<file path="src/rtl/sal_ddr_cmd_decoder.sv">
// DFI control-bus receiver: decodes DDR2 commands, tracks bank state, checks timing.
// Optional: define SAL_CMD_DEC_ERR_CNT_EN to add the saturating err_cnt output.
module sal_ddr_cmd_decoder #(
  parameter  int NUM_BANKS = 8,
  parameter  int ADDR_W    = 16,
  parameter  int T_W       = 8,
  localparam int BA_W      = $clog2(NUM_BANKS)
) (
  input  logic                 clk,
  input  logic                 rst_n,
  input  logic                 cke,
  input  logic                 cs_n,
  input  logic                 ras_n,
  input  logic                 cas_n,
  input  logic                 we_n,
  input  logic [BA_W-1:0]      ba,
  input  logic [ADDR_W-1:0]    addr,
  input  logic [T_W-1:0]       t_rcd_m1,
  input  logic [T_W-1:0]       t_rp_m1,
  input  logic [T_W-1:0]       t_ras_m1,
  input  logic [T_W-1:0]       t_rfc_m1,
  input  logic [T_W-1:0]       t_rtp_m1,
  input  logic [T_W-1:0]       t_wtp_m1,
  input  logic [T_W-1:0]       t_rrd_m1,
  input  logic [T_W-1:0]       t_ccd_m1,
  output logic                 cmd_valid,
  output logic [2:0]           cmd_code,
  output logic [BA_W-1:0]      cmd_ba,
  output logic [ADDR_W-1:0]    cmd_addr,
  output logic [NUM_BANKS-1:0] bank_open,
  output logic [ADDR_W-1:0]    open_row,
  output logic                 err,
  output logic [3:0]           err_code
`ifdef SAL_CMD_DEC_ERR_CNT_EN
  ,
  output logic [15:0]          err_cnt
`endif
);

  typedef enum logic [2:0] {
    CMD_NOP = 3'd0,
    CMD_ACT = 3'd1,
    CMD_RD  = 3'd2,
    CMD_WR  = 3'd3,
    CMD_PRE = 3'd4,
    CMD_REF = 3'd5,
    CMD_MRS = 3'd6
  } cmd_e;

  cmd_e              dec_cmd, s1_cmd;
  logic [BA_W-1:0]   s1_ba;
  logic [ADDR_W-1:0] s1_addr;

  logic [T_W-1:0]    rcd_q [NUM_BANKS];
  logic [T_W-1:0]    ras_q [NUM_BANKS];
  logic [T_W-1:0]    rp_q  [NUM_BANKS];
  logic [T_W-1:0]    rtp_q [NUM_BANKS];
  logic [T_W-1:0]    wtp_q [NUM_BANKS];
  logic [ADDR_W-1:0] row_q [NUM_BANKS];
  logic [T_W-1:0]    rrd_q, ccd_q, rfc_q;

  logic [NUM_BANKS-1:0] ba_hot, pre_mask, pre_busy;
  logic                 is_act, is_rd, is_wr, is_rdwr, is_pre, is_ref, is_mrs, any_open;
  logic [3:0]           chk_code;

  function automatic logic [T_W-1:0] sat_dec(input logic [T_W-1:0] v);
    return (v == '0) ? v : v - T_W'(1);
  endfunction

  // NOTE: every always_comb output gets a default first so no path can infer a latch.
  always_comb begin
    dec_cmd = CMD_NOP;
    // An X/Z chip select compares false here and falls through to NOP.
    if (cke && (cs_n == 1'b0)) begin
      case ({ras_n, cas_n, we_n})
        3'b011:  dec_cmd = CMD_ACT;
        3'b101:  dec_cmd = CMD_RD;
        3'b100:  dec_cmd = CMD_WR;
        3'b010:  dec_cmd = CMD_PRE;
        3'b001:  dec_cmd = CMD_REF;
        3'b000:  dec_cmd = CMD_MRS;
        default: dec_cmd = CMD_NOP;
      endcase
    end
  end

  // Capture stage: checks and state updates happen one edge after sampling.
  always_ff @(posedge clk) begin
    if (!rst_n) begin
      s1_cmd  <= CMD_NOP;
      s1_ba   <= '0;
      s1_addr <= '0;
    end else begin
      s1_cmd  <= dec_cmd;
      s1_ba   <= ba;
      s1_addr <= addr;
    end
  end

  assign is_act   = (s1_cmd == CMD_ACT);
  assign is_rd    = (s1_cmd == CMD_RD);
  assign is_wr    = (s1_cmd == CMD_WR);
  assign is_rdwr  = is_rd || is_wr;
  assign is_pre   = (s1_cmd == CMD_PRE);
  assign is_ref   = (s1_cmd == CMD_REF);
  assign is_mrs   = (s1_cmd == CMD_MRS);
  assign any_open = |bank_open;

  always_comb begin
    ba_hot         = '0;
    ba_hot[s1_ba]  = 1'b1;
    pre_mask       = s1_addr[10] ? '1 : ba_hot;
    pre_busy       = '0;
    for (int i = 0; i < NUM_BANKS; i++) begin
      pre_busy[i] = pre_mask[i] && bank_open[i] &&
                    ((ras_q[i] != '0) || (rtp_q[i] != '0) || (wtp_q[i] != '0));
    end
  end

  // Priority chain: the lowest-numbered violation is reported.
  always_comb begin
    chk_code = 4'd0;
    if      (is_act  && bank_open[s1_ba])               chk_code = 4'd1;
    else if (is_rdwr && !bank_open[s1_ba])              chk_code = 4'd2;
    else if (is_act  && (rp_q[s1_ba] != '0))            chk_code = 4'd3;
    else if (is_act  && (rrd_q != '0))                  chk_code = 4'd4;
    else if (is_rdwr && (rcd_q[s1_ba] != '0))           chk_code = 4'd5;
    else if (is_rdwr && (ccd_q != '0))                  chk_code = 4'd6;
    else if (is_pre  && (pre_busy != '0))               chk_code = 4'd7;
    else if (is_ref  && any_open)                       chk_code = 4'd8;
    else if ((s1_cmd != CMD_NOP) && (rfc_q != '0))      chk_code = 4'd9;
    else if (is_mrs  && any_open)                       chk_code = 4'd10;
  end

  always_ff @(posedge clk) begin
    if (!rst_n) begin
      cmd_valid <= 1'b0;
      cmd_code  <= CMD_NOP;
      cmd_ba    <= '0;
      cmd_addr  <= '0;
      err       <= 1'b0;
      err_code  <= 4'd0;
      bank_open <= '0;
      rrd_q     <= '0;
      ccd_q     <= '0;
      rfc_q     <= '0;
      // NOTE: the row table is small and reset so open_row is defined from the first cycle.
      for (int i = 0; i < NUM_BANKS; i++) begin
        rcd_q[i] <= '0;
        ras_q[i] <= '0;
        rp_q[i]  <= '0;
        rtp_q[i] <= '0;
        wtp_q[i] <= '0;
        row_q[i] <= '0;
      end
    end else begin
      cmd_valid <= (s1_cmd != CMD_NOP);
      cmd_code  <= s1_cmd;
      if (s1_cmd != CMD_NOP) begin
        cmd_ba   <= s1_ba;
        cmd_addr <= s1_addr;
      end
      err      <= (chk_code != 4'd0);
      err_code <= chk_code;
      rrd_q    <= is_act  ? t_rrd_m1 : sat_dec(rrd_q);
      ccd_q    <= is_rdwr ? t_ccd_m1 : sat_dec(ccd_q);
      rfc_q    <= is_ref  ? t_rfc_m1 : sat_dec(rfc_q);
      for (int i = 0; i < NUM_BANKS; i++) begin
        rcd_q[i] <= (is_act && ba_hot[i]) ? t_rcd_m1 : sat_dec(rcd_q[i]);
        ras_q[i] <= (is_act && ba_hot[i]) ? t_ras_m1 : sat_dec(ras_q[i]);
        rtp_q[i] <= (is_rd  && ba_hot[i]) ? t_rtp_m1 : sat_dec(rtp_q[i]);
        wtp_q[i] <= (is_wr  && ba_hot[i]) ? t_wtp_m1 : sat_dec(wtp_q[i]);
        // Precharge of an already-closed bank leaves tRP untouched.
        rp_q[i]  <= (is_pre && pre_mask[i] && bank_open[i]) ? t_rp_m1 : sat_dec(rp_q[i]);
        if (is_act && ba_hot[i]) begin
          bank_open[i] <= 1'b1;
          row_q[i]     <= s1_addr;
        end else if (is_pre && pre_mask[i]) begin
          bank_open[i] <= 1'b0;
        end
      end
    end
  end

  assign open_row = bank_open[cmd_ba] ? row_q[cmd_ba] : '0;

`ifdef SAL_CMD_DEC_ERR_CNT_EN
  always_ff @(posedge clk) begin
    if (!rst_n) begin
      err_cnt <= '0;
    end else if ((chk_code != 4'd0) && (err_cnt != 16'hFFFF)) begin
      err_cnt <= err_cnt + 16'd1;
    end
  end
`endif

endmodule

</file>
<file path="config.mk">
export PLATFORM = sky130hd
export DESIGN_NAME = sal_ddr_cmd_decoder
export DESIGN_NICKNAME = d
export VERILOG_FILES = /design/src/rtl/sal_ddr_cmd_decoder.sv
export SDC_FILE = /design/constraint.sdc
export NUM_CORES = 1
export LEC_CHECK = 0
export CORE_ASPECT_RATIO = 0.9
export CORE_MARGIN = 3
export CORE_UTILIZATION = 46
export DETAILED_ROUTE_END_ITERATION = 10
export DONT_BUFFER_PORTS = 1
export GPL_TIMING_DRIVEN = 1
export PLACE_DENSITY = 0.59
export SLEW_MARGIN = 20
export SYNTH_ARGS = -nofsm -noshare
export SYNTH_HDL_FRONTEND = slang
export SYNTH_SLANG_ARGS = --single-unit
export TNS_END_PERCENT = 1
</file>
<file path="constraint.sdc">
create_clock -name clk -period 6.05 [get_ports clk]
set_input_delay 0.605 -clock clk [delete_from_list [all_inputs] [get_ports clk]]
set_output_delay 0.605 -clock clk [all_outputs]
set_load 0.05 [all_outputs]
</file>
==> qor.txt, run 1 <==
status: finished clean
CTS Buf Count: 57
share of the yosys chip area belonging to registers: 44.4%
synth warn: 0
final worst path period share: 59.5%
multi-input logic area: 0.0138 mm²
Hold Vio Cnt, Final: 0
wire length per cell: 20.0 µm
largest net degree at the start of global routing: 166
CP Class: reg2out
Max VDD drop: 0.304 mV
initial antenna violation count: 5
TNS Setup: 0 ns
Via-to-Cell Ratio: 5.78
CTS Root Cell: clkbuf_16
Placed Instances: 3750
ys async rst share: 0%
Filler Cell Count: 5346
CP max FO: 16
GR Overflow Total: 0
CTS clk-pin slew, worst paths: 0.06 ns
H-tree levels: 2
flops & latches, synth: 533
Area Growth Syn to Fin: 8.67%
NumNets Final: 3195
Seq. cell area: 0.0120 mm²
Final Non-Filler Cells: 3855
first-pass GRT wire length: 119000 µm
Max-Cap Viols: 0
Synth cell types: 75
Initial Util: 46.8%
Mean Syn Cell Area: 8.59 µm²
ANT nets after route: 0
Mapped Area: 0.0269 mm²
CP required: 5.44 ns
First-pass DRT Iterations: 5
most frequent cells in the layout: 544 x nor2_1, 404 x dfxtp_1, 402 x nand2_1
WL final: 77200 µm
TritonCTS Sinks: 533
CTS resizes: 0
die width: 261 µm
Slew Limit Fails: 0
crit end category: output pin
DP Wirelength: 50600 µm
Worst Skew: 0.0366 ns
setup bufs post-CTS: 0
Die Y-Extent: 235 µm
Critical Path AT: 3.00 ns
IO Port Bufs: 0
drt drc: 0
static leakage: 11.0 nW
Mapped Cells: 3132
max_slew headroom: 27.4%
predominant post-synthesis flop cell: dfxtp_1
number of flops mapped to enable cells by yosys: 128
die area: 0.0614 mm²
final setup margin: 2.45 ns
share of layout cells above drive strength 1: 5.89%
Synthesized Nets: 3283
Hold Buf Count CTS: 0
commonest non-fill, non-tap cell in the layout: nor2_1
worst skew pair latency: 0.64 ns
RSZ-0062 raised after global routing: false
Max clock buf depth: 3
crit path launch type: flip-flop
worst slew pin tran: 1.09 ns
Placement Rows: 83
vias: 22.3k
core area: 0.0574 mm²
Fmax: 278 MHz
Hold WC Path Type: in2reg
vias in the first global route: 21.1k
setup violators final: 0
power per standard cell area: 549 mW/mm²
Ports: 142
Placement Setup Slack: 2.72 ns
placer congestion estimate: 0.890
CTS tree: built
GRT Total Usage: 24.5%
minimum clock period: 3.60 ns
1st-iter DRT viols: 1886
## cell usage after synthesis, types with 34 or more instances
master / n / area share (%)
a211oi_1: 136 / 3.8
a21oi_1: 199 / 3.7
and2_1: 35 / 0.81
clkbuf_1: 136 / 1.9
dfxtp_1: 405 / 30
edfxtp_1: 128 / 14
ha_1: 61 / 2.8
inv_1: 128 / 1.8
mux2i_1: 62 / 2.3
mux4_2: 34 / 2.8
nand2_1: 402 / 5.6
nand3_1: 46 / 0.86
nor2_1: 544 / 7.6
nor3_1: 158 / 2.9
nor4_1: 41 / 0.95
o211ai_1: 41 / 1.1
o21ai_0: 71 / 1.3
xnor2_1: 94 / 3.1
xor2_1: 67 / 2.2
## path summary, 6_finish.rpt
check / startpoint / depth (start not counted) / slack (ns) / endpoint
setup / recovery: bank_open[2] / 4 / 2.45 / open_row[4]
hold / removal: addr[5] / 1 / 0.08 / s1_addr[5]
setup reg to reg: s1_cmd[1] / 6 / 2.71 / wtp_q[0][21]
hold reg to reg: s1_addr[12] / 2 / 0.45 / cmd_addr[12]
## cell families (layout without fill, tap and decap cells)
| logic type | Yosys count | after routing | synth area share [%] |
|---|---|---|---|
| buf+inv | 294 | 250 | 4.24 |
| fa+ha+maj | 61 | 61 | 2.84 |
| compound gates | 553 | 553 | 13.2 |
| mux | 104 | 104 | 5.49 |
| simple gates | 1426 | 1426 | 24.5 |
| other cells | 0 | 2 | 0 |
| flops | 533 | 533 | 44.4 |
| xor+xnor | 161 | 161 | 5.24 |
## stage by stage
| stage | cell area, µm² | hold WS, ns | power, mW | utilization [%] |
|---|---|---|---|---|
| final | 29200 | 0.0840 | 16.0 | 50.9 |
| after global routing | 29200 | 0.0643 | 17.3 | 50.9 |
| after global placement | 27400 | 0.446 | 12.3 | 47.7 |
| after CTS | 29200 | 0.0544 | 16.1 | 50.9 |
| after floorplan | 26900 | 0.437 | 11.2 | - |
| after detailed placement | 27400 | 0.450 | 12.5 | 47.7 |
## flip-flops by register name (all words and copies together) (netlist names), 4 cells and up, named ones only
| register | cells |
|---|---|
| rp_q | 64 |
| bank_open | 8 |
| ras_q | 64 |
| wtp_q | 64 |
| s1_addr | 16 |
| rcd_q | 64 |
| row_q | 128 |
| cmd_addr | 16 |
| rfc_q | 8 |
| err_code | 4 |
| rrd_q | 8 |
| rtp_q | 64 |
| ccd_q | 8 |
## critical path, stage by stage, from the launching register on
cell and delay [ns]:
dfxtp_1 0.93, mux4_2 0.41, mux2i_2 0.06, buf_4 0.23
nor2_1 0.73
## per-layer routing
metal  track usage (%)  vias to the layer above  routed length, µm
met5                 0                        -                 44
met4              8.70                        6               2630
met3              4.97                      150               5380
met2              39.2                      642              34900
met1              33.0                    10683              34200
li1                  -                    10802                  -
## report_power, final
part	leakage, nW	total, mW	switching [mW]	internal (mW)
Combinational	5.55	6.90	3.71	3.20
Clock	0.900	3.47	1.50	1.96
Sequential	4.56	5.67	0.971	4.69
Total	11.0	16.0	6.18	9.85
## layout make-up
cell class	instances	area share, %
tap	765	3.27
inverter	129	1.68
antenna	2	0.0171
sequential	533	40.9
multi-input combinational	2305	47.3
clock buffer	91	5.80
timing repair buffer	18	0.505
clock inverter	12	0.505
Note: power is estimated with default switching activity, not from simulation.
==> run 2: changes to the inputs <==
ABC_AREA = 1   (was not set)
PLACE_DENSITY = 0.61   (was 0.59)
clock period = 3 ns   (was 6.05 ns; I/O delays follow)
==> run 2 against run 1 <==
Core utilization is 3.0 points higher. Register-to-register slack worse by 2.1 ns. Synthesized cell count is 15% higher. Design area is 6.3% higher. Worst hold slack worse by 0.058 ns. Die area is 0.54% higher. Critical path type unchanged.
==> qor.txt, run 2 <==
worst r2r dst: ras_q[1][9]
CTS resizes: 0
CP max FO: 38
core area: 0.0576 mm²
worst skew pair latency: 0.64 ns
setup violators final: 0
Mean Syn Cell Area: 7.54 µm²
crit-path cells: buf_4, o21ai_0, o32ai_1, nand2_1, nand2_1, nand2_1, inv_1, buf_12
share of layout cells above drive strength 1: 6.72%
First-pass DRT Iterations: 5
combinational power share: 43.5%
area share of fa/ha/maj cells after synthesis: 2.82%
max reg flops: 128
first-pass GRT wire length: 121000 µm
Synth top area share: 30.0%
multi-input logic area: 0.0129 mm²
placer congestion estimate: 0.887
P_sw: 12.7 mW
Reg power frac: 34.6%
CTS tree: built
Worst Skew: 0.0382 ns
DP Wirelength: 51000 µm
Ports: 142
Max clock buf depth: 3
count leader, synth: nand2_1
Die Y-Extent: 236 µm
RSZ-0062 raised after global routing: false
vias: 23.7k
ANT nets after route: 0
setup bufs post-CTS: 0
slowest stage delay, CP: 0.80 ns
wire length per cell: 17.1 µm
vias in the first global route: 22.0k
Filler Cell Count: 5468
Fmax: 358 MHz
mux share of post-synthesis cell area: 0%
GR Overflow Total: 0
drt drc: 0
Int Pwr: 19.0 mW
reg-to-reg critical path startpoint: s1_cmd[1]
TNS Setup: 0 ns
Core Util, Final: 53.9%
most frequent cells in the layout: 690 x nand2_1, 626 x nor2_1, 406 x inv_1
post-synth top area cell: dfxtp_1
WL final: 77200 µm
Hold Buf Count CTS: 107
largest net degree at the start of global routing: 102
flops & latches, synth: 533
Hold WC Path Type: in2reg
share of the yosys chip area belonging to registers: 44.2%
cell mode on critical path: nand2_1
initial antenna violation count: 1
Slew Limit Fails: 0
number of flops mapped to enable cells by yosys: 128
Post-Synth XOR/XNOR Area: 5.93%
Critical Path AT: 2.49 ns
synth cell count leaders: 690 x nand2_1, 626 x nor2_1, 406 x inv_1
synth top area cells: dfxtp_1 30%, edfxtp_1 14%, nand2_1 9.6%
Largest Register: row_q
die width: 262 µm
Synth Area in Compound Gates: 13.8%
GRT Total Usage: 24.5%
crit end category: output pin
final hold slack: 0.0260 ns
commonest non-fill, non-tap cell in the layout: nand2_1
predominant post-synthesis flop cell: dfxtp_1
Via-to-Cell Ratio: 5.26
ys async rst share: 0%
Reg2Reg Depth: 12
clock network fraction of total power: 21.9%
NumNets Final: 3839
Max-Cap Viols: 0
final worst path period share: 93.0%
CP Capture Point: open_row[5]
R2R setup slack: 0.62 ns
1st-iter DRT viols: 2074
largest family of logic cells by synthesized area: simple AND/OR/NAND/NOR gates
Mapped Area: 0.0270 mm²
CTS Buf Count: 56
Switching Share: 40.1%
TritonCTS Sinks: 533
Mapped Cells: 3588
CTS Root Cell: clkbuf_16
Synthesized Nets: 3739
static leakage: 13.5 nW
CP Class: reg2out
Worst path slowest cell: dfxtp_2
status: finished clean
Max VDD drop: 0.642 mV
Seq. cell area: 0.0120 mm²
Synth cell types: 54
IO Port Bufs: 0
power per standard cell area: 1020 mW/mm²
Area Growth Syn to Fin: 14.9%
max_slew headroom: 50.6%
Hold Vio Cnt, Final: 0
H-tree levels: 2
die area: 0.0617 mm²
Initial Util: 46.9%
synth warn: 0
Placement Rows: 83
worst slew pin tran: 0.742 ns
crit path launch type: flip-flop
minimum clock period: 2.79 ns
CTS clk-pin slew, worst paths: 0.06 ns
CP required: 2.70 ns
Synth Area in Simple Gates: 25.2%
run 2: final cells by class:
class	instances	share of cell area [%]
diodes	2	0.0161
inverters	436	5.28
flip-flops and latches	533	38.5
clock inverters	17	0.677
clock buffers	86	5.16
well taps	765	3.08
multi-input cells	2490	41.5
repair buffers	171	5.78
run 2: power groups by stage:
stage               sequential (mW)  combinational, mW  clock [mW]
detailed placement             11.0               13.4           0
floorplan                      10.7               11.1           0
global placement               11.1               13.4           0
finish                         11.0               13.8        6.93
global route                   11.2               15.9        7.38
CTS                            10.9               13.8        7.08
run 2: layer usage:
layer | vias to the layer above | routed length, µm | part of all wire (%) | global-route usage [%]
met2 | 650 | 34600 | 45 | 38.8
met5 | - | 0 | 0 | 0
li1 | 11938 | - | - | -
met4 | 0 | 2680 | 3.5 | 8.70
met3 | 161 | 4750 | 6.2 | 4.30
met1 | 10901 | 35100 | 46 | 33.5
run 2: worst max-delay path, delay by kind of cell (launching register included):
kind	cells	cell delay [ns]
AND/OR/NAND/NOR	3	0.27
flip-flops	1	0.80
buffers and inverters	3	0.57
AO/OA/AOI/OAI	2	0.22
run 2: stage by stage:
stage,cells,area (µm²),power (mW),worst slack (ns)
2_1_floorplan,3588,27000,21.8,0.610
3_3_place_gp,4288,28200,24.4,0.671
3_5_place_dp,4288,28200,24.5,0.614
4_1_cts,4498,31100,31.8,0.168
5_1_grt,4498,31100,34.5,0.0119
6_report,4500,31100,31.7,0.209
run 2: cells by family after synthesis:
group / Yosys count
XOR/XNOR: 183
adder cells (fa/ha/maj): 61
AND/OR/NAND/NOR: 1621
flip-flops: 533
buffers and inverters: 565
AO/OA/AOI/OAI: 625
run 2: how the worst min path moves through the flow:
stage,startpoint,end,cells past startpoint
after floorplan,ras_n,s1_cmd[2],1
after global placement,addr[14],s1_addr[14],2
after detailed placement,addr[3],s1_addr[3],2
after CTS,rst_n,bank_open[3],2
after global routing,t_ras_m1[0],ras_q[0][8],2
final,t_rcd_m1[4],rcd_q[7][4],2
